==> src/rtl/pipe_hazard_ctrl.sv <==
// Pipeline hazard controller: post-reset bubbles, load-use stall, branch flush, memory freeze with timeout.
// Optional performance counters are built when HAZARD_PERF_CNT_EN is defined.
module pipe_hazard_ctrl #(
    parameter int unsigned INIT_BUBBLES = 4,
    parameter int unsigned MEM_TIMEOUT  = 16,
    parameter int unsigned CNT_W        = 16
) (
    input  logic             clk_i,
    input  logic             rst_i,
    input  logic [4:0]       IF_ID_RSAddr_i,
    input  logic [4:0]       IF_ID_RTAddr_i,
    input  logic             ID_EX_MemRead_i,
    input  logic [4:0]       ID_EX_RTAddr_i,
    input  logic             Branch_i,
    input  logic             MemReq_i,
    input  logic             MemAck_i,
    output logic             PCWrite_o,
    output logic             IF_ID_Write_o,
    output logic             ID_EX_Write_o,
    output logic             EX_MEM_Write_o,
    output logic             MEM_WB_Write_o,
    output logic             IF_ID_Flush_o,
    output logic             ID_EX_Flush_o,
    output logic [1:0]       State_o,
    output logic             Timeout_o,
    output logic [CNT_W-1:0] StallCnt_o,
    output logic [CNT_W-1:0] FlushCnt_o,
    output logic [CNT_W-1:0] FreezeCnt_o
);

    typedef enum logic [1:0] {
        ST_INIT   = 2'd0,
        ST_RUN    = 2'd1,
        ST_FREEZE = 2'd2
    } state_t;

    localparam logic [7:0] BUB_LAST  = 8'(INIT_BUBBLES - 1);
    localparam logic [9:0] WAIT_LAST = 10'(MEM_TIMEOUT - 1);

    state_t     state_q, state_d;
    logic [7:0] bub_q, bub_d;
    logic [9:0] wait_q, wait_d;
    logic       timeout_q, timeout_d;

    logic load_use;
    logic mem_stall;
    logic advance;
    logic hold;
    logic lu_fire;
    logic br_fire;

    always_comb begin
        load_use  = ID_EX_MemRead_i && (ID_EX_RTAddr_i != '0) &&
                    ((ID_EX_RTAddr_i == IF_ID_RSAddr_i) || (ID_EX_RTAddr_i == IF_ID_RTAddr_i));
        mem_stall = MemReq_i && !MemAck_i;
    end

    always_comb begin
        state_d        = state_q;
        bub_d          = bub_q;
        wait_d         = wait_q;
        timeout_d      = timeout_q;
        advance        = 1'b0;
        hold           = 1'b0;
        lu_fire        = 1'b0;
        br_fire        = 1'b0;
        PCWrite_o      = 1'b1;
        IF_ID_Write_o  = 1'b1;
        ID_EX_Write_o  = 1'b1;
        EX_MEM_Write_o = 1'b1;
        MEM_WB_Write_o = 1'b1;
        IF_ID_Flush_o  = 1'b0;
        ID_EX_Flush_o  = 1'b0;

        case (state_q)
            ST_INIT: begin
                PCWrite_o     = 1'b0;
                IF_ID_Flush_o = 1'b1;
                ID_EX_Flush_o = 1'b1;
                if (bub_q == BUB_LAST) begin
                    state_d = ST_RUN;
                    bub_d   = '0;
                end else begin
                    bub_d = bub_q + 8'd1;
                end
            end
            ST_RUN: begin
                if (mem_stall) begin
                    hold    = 1'b1;
                    state_d = ST_FREEZE;
                    wait_d  = '0;
                end else begin
                    advance = 1'b1;
                end
            end
            ST_FREEZE: begin
                // A timeout release behaves exactly like an ack, but is remembered.
                if (MemAck_i || (wait_q == WAIT_LAST)) begin
                    advance = 1'b1;
                    state_d = ST_RUN;
                    wait_d  = '0;
                    if (!MemAck_i) begin
                        timeout_d = 1'b1;
                    end
                end else begin
                    hold   = 1'b1;
                    wait_d = wait_q + 10'd1;
                end
            end
            default: begin
                state_d = ST_INIT;
                bub_d   = '0;
                wait_d  = '0;
            end
        endcase

        if (advance) begin
            lu_fire = load_use;
            br_fire = Branch_i && !load_use;
        end

        if (hold) begin
            PCWrite_o      = 1'b0;
            IF_ID_Write_o  = 1'b0;
            ID_EX_Write_o  = 1'b0;
            EX_MEM_Write_o = 1'b0;
            MEM_WB_Write_o = 1'b0;
        end
        if (lu_fire) begin
            PCWrite_o     = 1'b0;
            IF_ID_Write_o = 1'b0;
            ID_EX_Flush_o = 1'b1;
        end
        if (br_fire) begin
            IF_ID_Flush_o = 1'b1;
        end

        if (rst_i) begin
            hold           = 1'b0;
            lu_fire        = 1'b0;
            br_fire        = 1'b0;
            PCWrite_o      = 1'b0;
            IF_ID_Write_o  = 1'b1;
            ID_EX_Write_o  = 1'b1;
            EX_MEM_Write_o = 1'b1;
            MEM_WB_Write_o = 1'b1;
            IF_ID_Flush_o  = 1'b1;
            ID_EX_Flush_o  = 1'b1;
            state_d        = ST_INIT;
            bub_d          = '0;
            wait_d         = '0;
            timeout_d      = 1'b0;
        end
    end

    always_ff @(posedge clk_i) begin
        if (rst_i) begin
            state_q   <= ST_INIT;
            bub_q     <= '0;
            wait_q    <= '0;
            timeout_q <= 1'b0;
        end else begin
            state_q   <= state_d;
            bub_q     <= bub_d;
            wait_q    <= wait_d;
            timeout_q <= timeout_d;
        end
    end

    assign State_o   = rst_i ? ST_INIT : state_q;
    assign Timeout_o = timeout_q;

`ifdef HAZARD_PERF_CNT_EN
    logic [CNT_W-1:0] stall_cnt_q, flush_cnt_q, freeze_cnt_q;

    always_ff @(posedge clk_i) begin
        if (rst_i) begin
            stall_cnt_q  <= '0;
            flush_cnt_q  <= '0;
            freeze_cnt_q <= '0;
        end else begin
            if (lu_fire && (stall_cnt_q != '1)) begin
                stall_cnt_q <= stall_cnt_q + CNT_W'(1);
            end
            if (br_fire && (flush_cnt_q != '1)) begin
                flush_cnt_q <= flush_cnt_q + CNT_W'(1);
            end
            if (hold && (freeze_cnt_q != '1)) begin
                freeze_cnt_q <= freeze_cnt_q + CNT_W'(1);
            end
        end
    end

    assign StallCnt_o  = stall_cnt_q;
    assign FlushCnt_o  = flush_cnt_q;
    assign FreezeCnt_o = freeze_cnt_q;
`else
    assign StallCnt_o  = '0;
    assign FlushCnt_o  = '0;
    assign FreezeCnt_o = '0;
`endif

endmodule

==> config.mk <==
export PLATFORM = sky130hd
export DESIGN_NAME = pipe_hazard_ctrl
export DESIGN_NICKNAME = d
export VERILOG_FILES = /design/src/rtl/pipe_hazard_ctrl.sv
export SDC_FILE = /design/constraint.sdc
export NUM_CORES = 1
export LEC_CHECK = 0
export BUFFER_PORTS_ARGS = -buffer_cell sky130_fd_sc_hd__clkbuf_2
export CAP_MARGIN = 10
export CORE_AREA = 2 2 64 66
export DETAILED_ROUTE_END_ITERATION = 7
export DIE_AREA = 0 0 66 68
export PLACE_DENSITY = 0.78
export SLEW_MARGIN = 40
export SYNTH_ARGS = -nofsm -noshare
export SYNTH_HDL_FRONTEND = slang
export SYNTH_SLANG_ARGS = --single-unit
export TNS_END_PERCENT = 50
==> constraint.sdc <==
create_clock -name clk_i -period 2.3 [get_ports clk_i]
set_clock_uncertainty 0.05 [all_clocks]
set_input_delay 0.23 -clock clk_i [delete_from_list [all_inputs] [get_ports clk_i]]
set_output_delay 0.23 -clock clk_i [all_outputs]
set_load 0.02 [all_outputs]
== Word level (Yosys, flattened, before mapping) ==
Cells that the tools add are included.
Storage, ports and cells
  flip-flop bits (word level): 21
  output and inout port bits: 58
  logic and storage cells: 62
Cells by class
  add/sub/neg operators: 2
  equal/unequal tests: 9
  mux-type cells: 31
  bitwise logic cells: 2
  reduce and logical (&&, ||, !) cells: 14
Operator list (number)
  10-bit one-hot mux with 3 select lines: 1
  10-bit two-way mux: 2
  1-bit two-way mux: 19
  8-bit one-hot mux with 2 select lines: 1
  10-bit by 1-bit adder with 10-bit output (second input constant): 1
  10-bit by 4-bit == test with 1-bit output (second input constant): 1
  5-bit == test: 2
  8-bit by 1-bit adder with 8-bit output (second input constant): 1
  8-bit by 2-bit == test with 1-bit output (second input constant): 1
  2-bit two-way mux: 4
  8-bit two-way mux: 1
  2-bit inequality test (second input constant): 3
  2-bit one-hot mux with 3 select lines: 1
  3-bit AND reduction: 2
  5-bit nonzero test: 1
  1-bit logical AND: 4
  1-bit one-hot mux with 2 select lines: 2
  2-bit by 1-bit == test with 1-bit output (second input constant): 1
  2-bit == test (second input constant): 1
  1-bit zero test: 2
  2-bit zero test: 1
  1-bit logical OR: 2
  1-bit NOT: 2
  2-bit AND reduction: 1
  2-bit OR reduction: 1

== Longest topological paths before layout ==
  depth in word-level cells: 8
  mapped depth: 7

== Worst setup path after synthesis ==
OpenSTA, ideal clock, no wires.
  path kind: register -> output
  start: register wait_q[9]
  end: output PCWrite_o
  data arrival time: 1806 ps
  data required time: 2020 ps
  slack: 214 ps
  cell stages (with the launch flop): 5
  path buffers: 0
  cells stage by stage: dfxtp_1 -> or4b_4 -> o31ai_2 -> o22ai_1 -> a211oi_1
Between the ends
  word-level cells in the longest chain between the ends: 7
  elaborated cells between the ends (all ways): 10
Ends and longest elaborated chain
  start: declaration: line 42  | logic [9:0] wait_q, wait_d;
  start signal: assignment: line 165  | wait_q <= wait_d;
  10-bit by 4-bit == test with 1-bit output (*): line 98  | if (MemAck_i || (wait_q == WAIT_LAST)) begin
  1-bit logical OR (*): line 98
  1-bit two-way mux: line 98
  1-bit one-hot mux with 2 select lines: line 75  | case (state_q)
  1-bit two-way mux (on tied branches): line 122, 117
  1-bit two-way mux (*): line 129  | if (lu_fire) begin
  1-bit two-way mux (*): line 138  | if (rst_i) begin
  end: declaration: line 17  | output logic PCWrite_o,
Mark *: on every way between the ends. The rest lies on a longest branch, timed or not.

== Worst setup path after layout ==
  start: register wait_q[9]
  end: output IF_ID_Flush_o
Between the ends
  word-level cells in the longest chain between the ends: 7
Ends and longest elaborated chain
  10-bit by 4-bit == test with 1-bit output: line 98
  1-bit logical OR: line 98
  1-bit two-way mux: line 98
  1-bit one-hot mux with 2 select lines: line 75
  1-bit two-way mux: line 117  | if (advance) begin
  1-bit two-way mux: line 134  | if (br_fire) begin
  1-bit two-way mux: line 138
  end: declaration: line 22  | output logic IF_ID_Flush_o,
No other way between the ends.

==> out/qor.csv <==
stage,metric,value,unit
grt,grt_pass1_vias,1244,
synth,netlist-cell-type-count,43,
grt,antenna_found_initial,0,
cells_and_area,insertedDiodeCount,0,
power,irDropWorstVdd,0.625,mV
timing,rsz0062_at_grt,true,
timing,setup_ws,-0.0204,ns
setup_path,crit_arrival,2.04,ns
hold_path,hold_class,input pin to flop,
timing,slew_headroom,66.7,%
setup_path,crit_slowest_cell,or4b_4,
setup_path,critical_path.top_delay_family,simple AND/OR/NAND/NOR gates,
cts,cts_buffer_depth,2,
synth,ys_ff_latch,21,
detailed_routing,vias,1448,
timing,setup_viol,1,
grt,grt_max_degree,14,
grt,grt_first_pass_wirelength,5.26,mm
cts,cts_htree_levels,1,
floorplanning,die_w,66,um
status,failed_checks,setup timing,
placement,gp_congestion,0.779,
cts,clock_latency,0.26,ns
hold_path,min_from,rst_i,
setup_path,path_buf_inv,1,
cts,root_buffer,clkbuf_8,
setup_path,crit_path_start_kind,flop,
power,leakage,0.791,nW
placement,dp_hpwl,2.49,mm
synth,avgSynthCellArea,8.16,um^2
timing,tightest_slew,0.488,ns
setup_path,setup.worst_path.start,wait_q[9],
synth,synth_edf_count,0,
detailed_routing,drc,0,
setup_path,crit_fanout,2,
grt,overflow,0,
cells_and_area,nets,274,
power,p_per_area,690,nW/um^2
timing,fin_crit,2.32,ns
setup_path,crit_chain,or4b_4 -> or4_4 -> a41oi_2 -> a21boi_2 -> clkbuf_8,
timing,fmax,431,MHz
timing,fin_crit_sh,101,%
detailed_routing,wl,3.52,mm
detailed_routing,viasPerCell,4.88,
synth,synth.most_common_cell,buf_4,
detailed_routing,routedWlPerCell,11.9,um
floorplanning,initial_core_util,44.9,%
synth,yosys_warnings,0,
setup_path,cpPeakStageDelay,0.55,ns
floorplanning,die_h,68,um
synth,synthTopCellsByCount,"50 x buf_4, 21 x dfxtp_1, 21 x nor2_1",
setup_path,criticalPathCategory,flop to primary output,
placement,place_area,1780,um^2
floorplanning,io_pins,79,
cells_and_area,final_area,1920,um^2
setup_path,cp.required,2.02,ns
synth,synth_area_leaders,"dfxtp_1 24%, buf_4 22%, xnor2_1 9.1%",
synth,ys_seq_area_share,24.3,%
synth,async_flop_share,0,%
synth,synthCells,212,
cts,cts_tree,built,
timing,slew_viol_final,0,
detailed_routing,drtAntennaViolNets,0,
power,power,1.32,mW
cells_and_area,synthToLayoutAreaGrowth,10.9,%
setup_path,timing.rr.start,bub_q[0],
setup_path,crit_path_end_kind,primary output,
detailed_routing,firstDrtPassIters,4,
detailed_routing,initialDrtViolationCount,63,
floorplanning,rows,23,
timing,hold_viol,0,
cells_and_area,drive_gt1_share,26.7,%
cts,cts_buffers,3,
placement,pre_cts_ws,0.177,ns
cts,clock_sinks,21,
floorplanning,core,3860,um^2
grt,grt_use_total,14.7,%
status,outcome,finished with violations,
synth,synth_area,1730,um^2
floorplanning,dieArea,4490,um^2
synth,synth_top_area_cell,dfxtp_1,
flow_run,drv_cap,0,
cts,clk_transition_reported_paths,0.08,ns
synth,synth-main-ff-cell,dfxtp_1,
synth,yosysTopAreaCellShare,24.3,%
placement,numPortBuffers,30,
-- power breakdown --
| group | internal [mW] | switching [mW] | total [mW] |
|---|---|---|---|
| Clock | 0.122 | 0.127 | 0.249 |
| Combinational | 0.238 | 0.395 | 0.633 |
| Sequential | 0.404 | 0.0374 | 0.442 |
| Total | 0.764 | 0.560 | 1.32 |
-- sequential cells by signal, indices dropped and copies added, names as in the netlist --
name and flops:
wait_q 10, Timeout_o 1, bub_q 8, state_q 2
-- cells by family after synthesis --
kind of cell | share of synthesized area (%)
simple gates | 19.6
fa+ha+maj | 3.62
xor+xnor | 12.1
buf+inv | 24.8
flops | 24.3
mux | 1.81
compound gates | 13.5
other cells | 0.217
-- worst register-to-register path: cells and delay by family, from the launching register on --
| kind | cells | cell delay [ns] |
|---|---|---|
| simple gates | 2 | 0.61 |
| compound gates | 1 | 0.37 |
| flops | 1 | 0.41 |
| mux | 1 | 0.33 |
| fa+ha+maj | 1 | 0.22 |
-- path summary, 6_finish.rpt --
kind / endpoint / slack (ns) / depth (start not counted)
hold / removal: Timeout_o / 0.24 / 2
hold reg to reg: Timeout_o / 0.46 / 2
setup reg to reg: state_q[1] / 0.20 / 5
setup / recovery: IF_ID_Flush_o / -0.02 / 5
-- cell usage in the layout, fill, tap and decap left out, types with 3 or more instances in the layout --
master / netlist / layout
a21oi_1: 6 / 5
dfxtp_2: 0 / 8
nor2b_1: 4 / 4
a211oi_1: 5 / 5
nand4_1: 4 / 4
nand3_1: 9 / 9
clkbuf_8: 0 / 4
buf_4: 50 / 9
or4_1: 3 / 3
xnor2_1: 18 / 18
inv_1: 9 / 7
clkbuf_2: 0 / 28
nand2_1: 9 / 9
xor2_1: 6 / 6
nor2_1: 21 / 21
a21o_1: 4 / 4
conb_1: 1 / 48
dfxtp_1: 21 / 13
-- through the flow --
stage                     setup TNS [ns]  instances  hold WS [ns]  utilization, %
after floorplan                        0        259         0.422               -
after global placement                 0        291         0.437            46.1
after detailed placement               0        291         0.443            46.1
after CTS                              0        297         0.232            48.4
after global routing              -0.134        297         0.269            49.8
final                            -0.0204        297         0.241            49.8
-- timing repair --
action / CTS / global route
hold buffers: 0 / 0
resized for setup: 11 / 13
setup buffers: 2 / 0
pin swaps: 1 / 0
setup endpoints to repair: 2 / 7
-- per-layer routing --
layer  track usage [%]  wire, um  vias to the layer above
met5                 0         0                        -
met4              5.10        25                        0
met3              2.80       273                        2
met2              25.9      1760                       81
met1              17.9      1460                      664
li1                  -         -                      701
-- final cells by class --
cell class | instances | area (um^2)
Inverter | 9 | 33.8
Sequential cell | 21 | 430
Multi-Input combinational cell | 174 | 1120
Clock buffer | 3 | 41.3
Tap cell | 50 | 62.6
Fill cell | 366 | 1940
Timing Repair Buffer | 39 | 226
Clock inverter | 1 | 7.51
No activity file was read; power rests on OpenSTA's default activity.
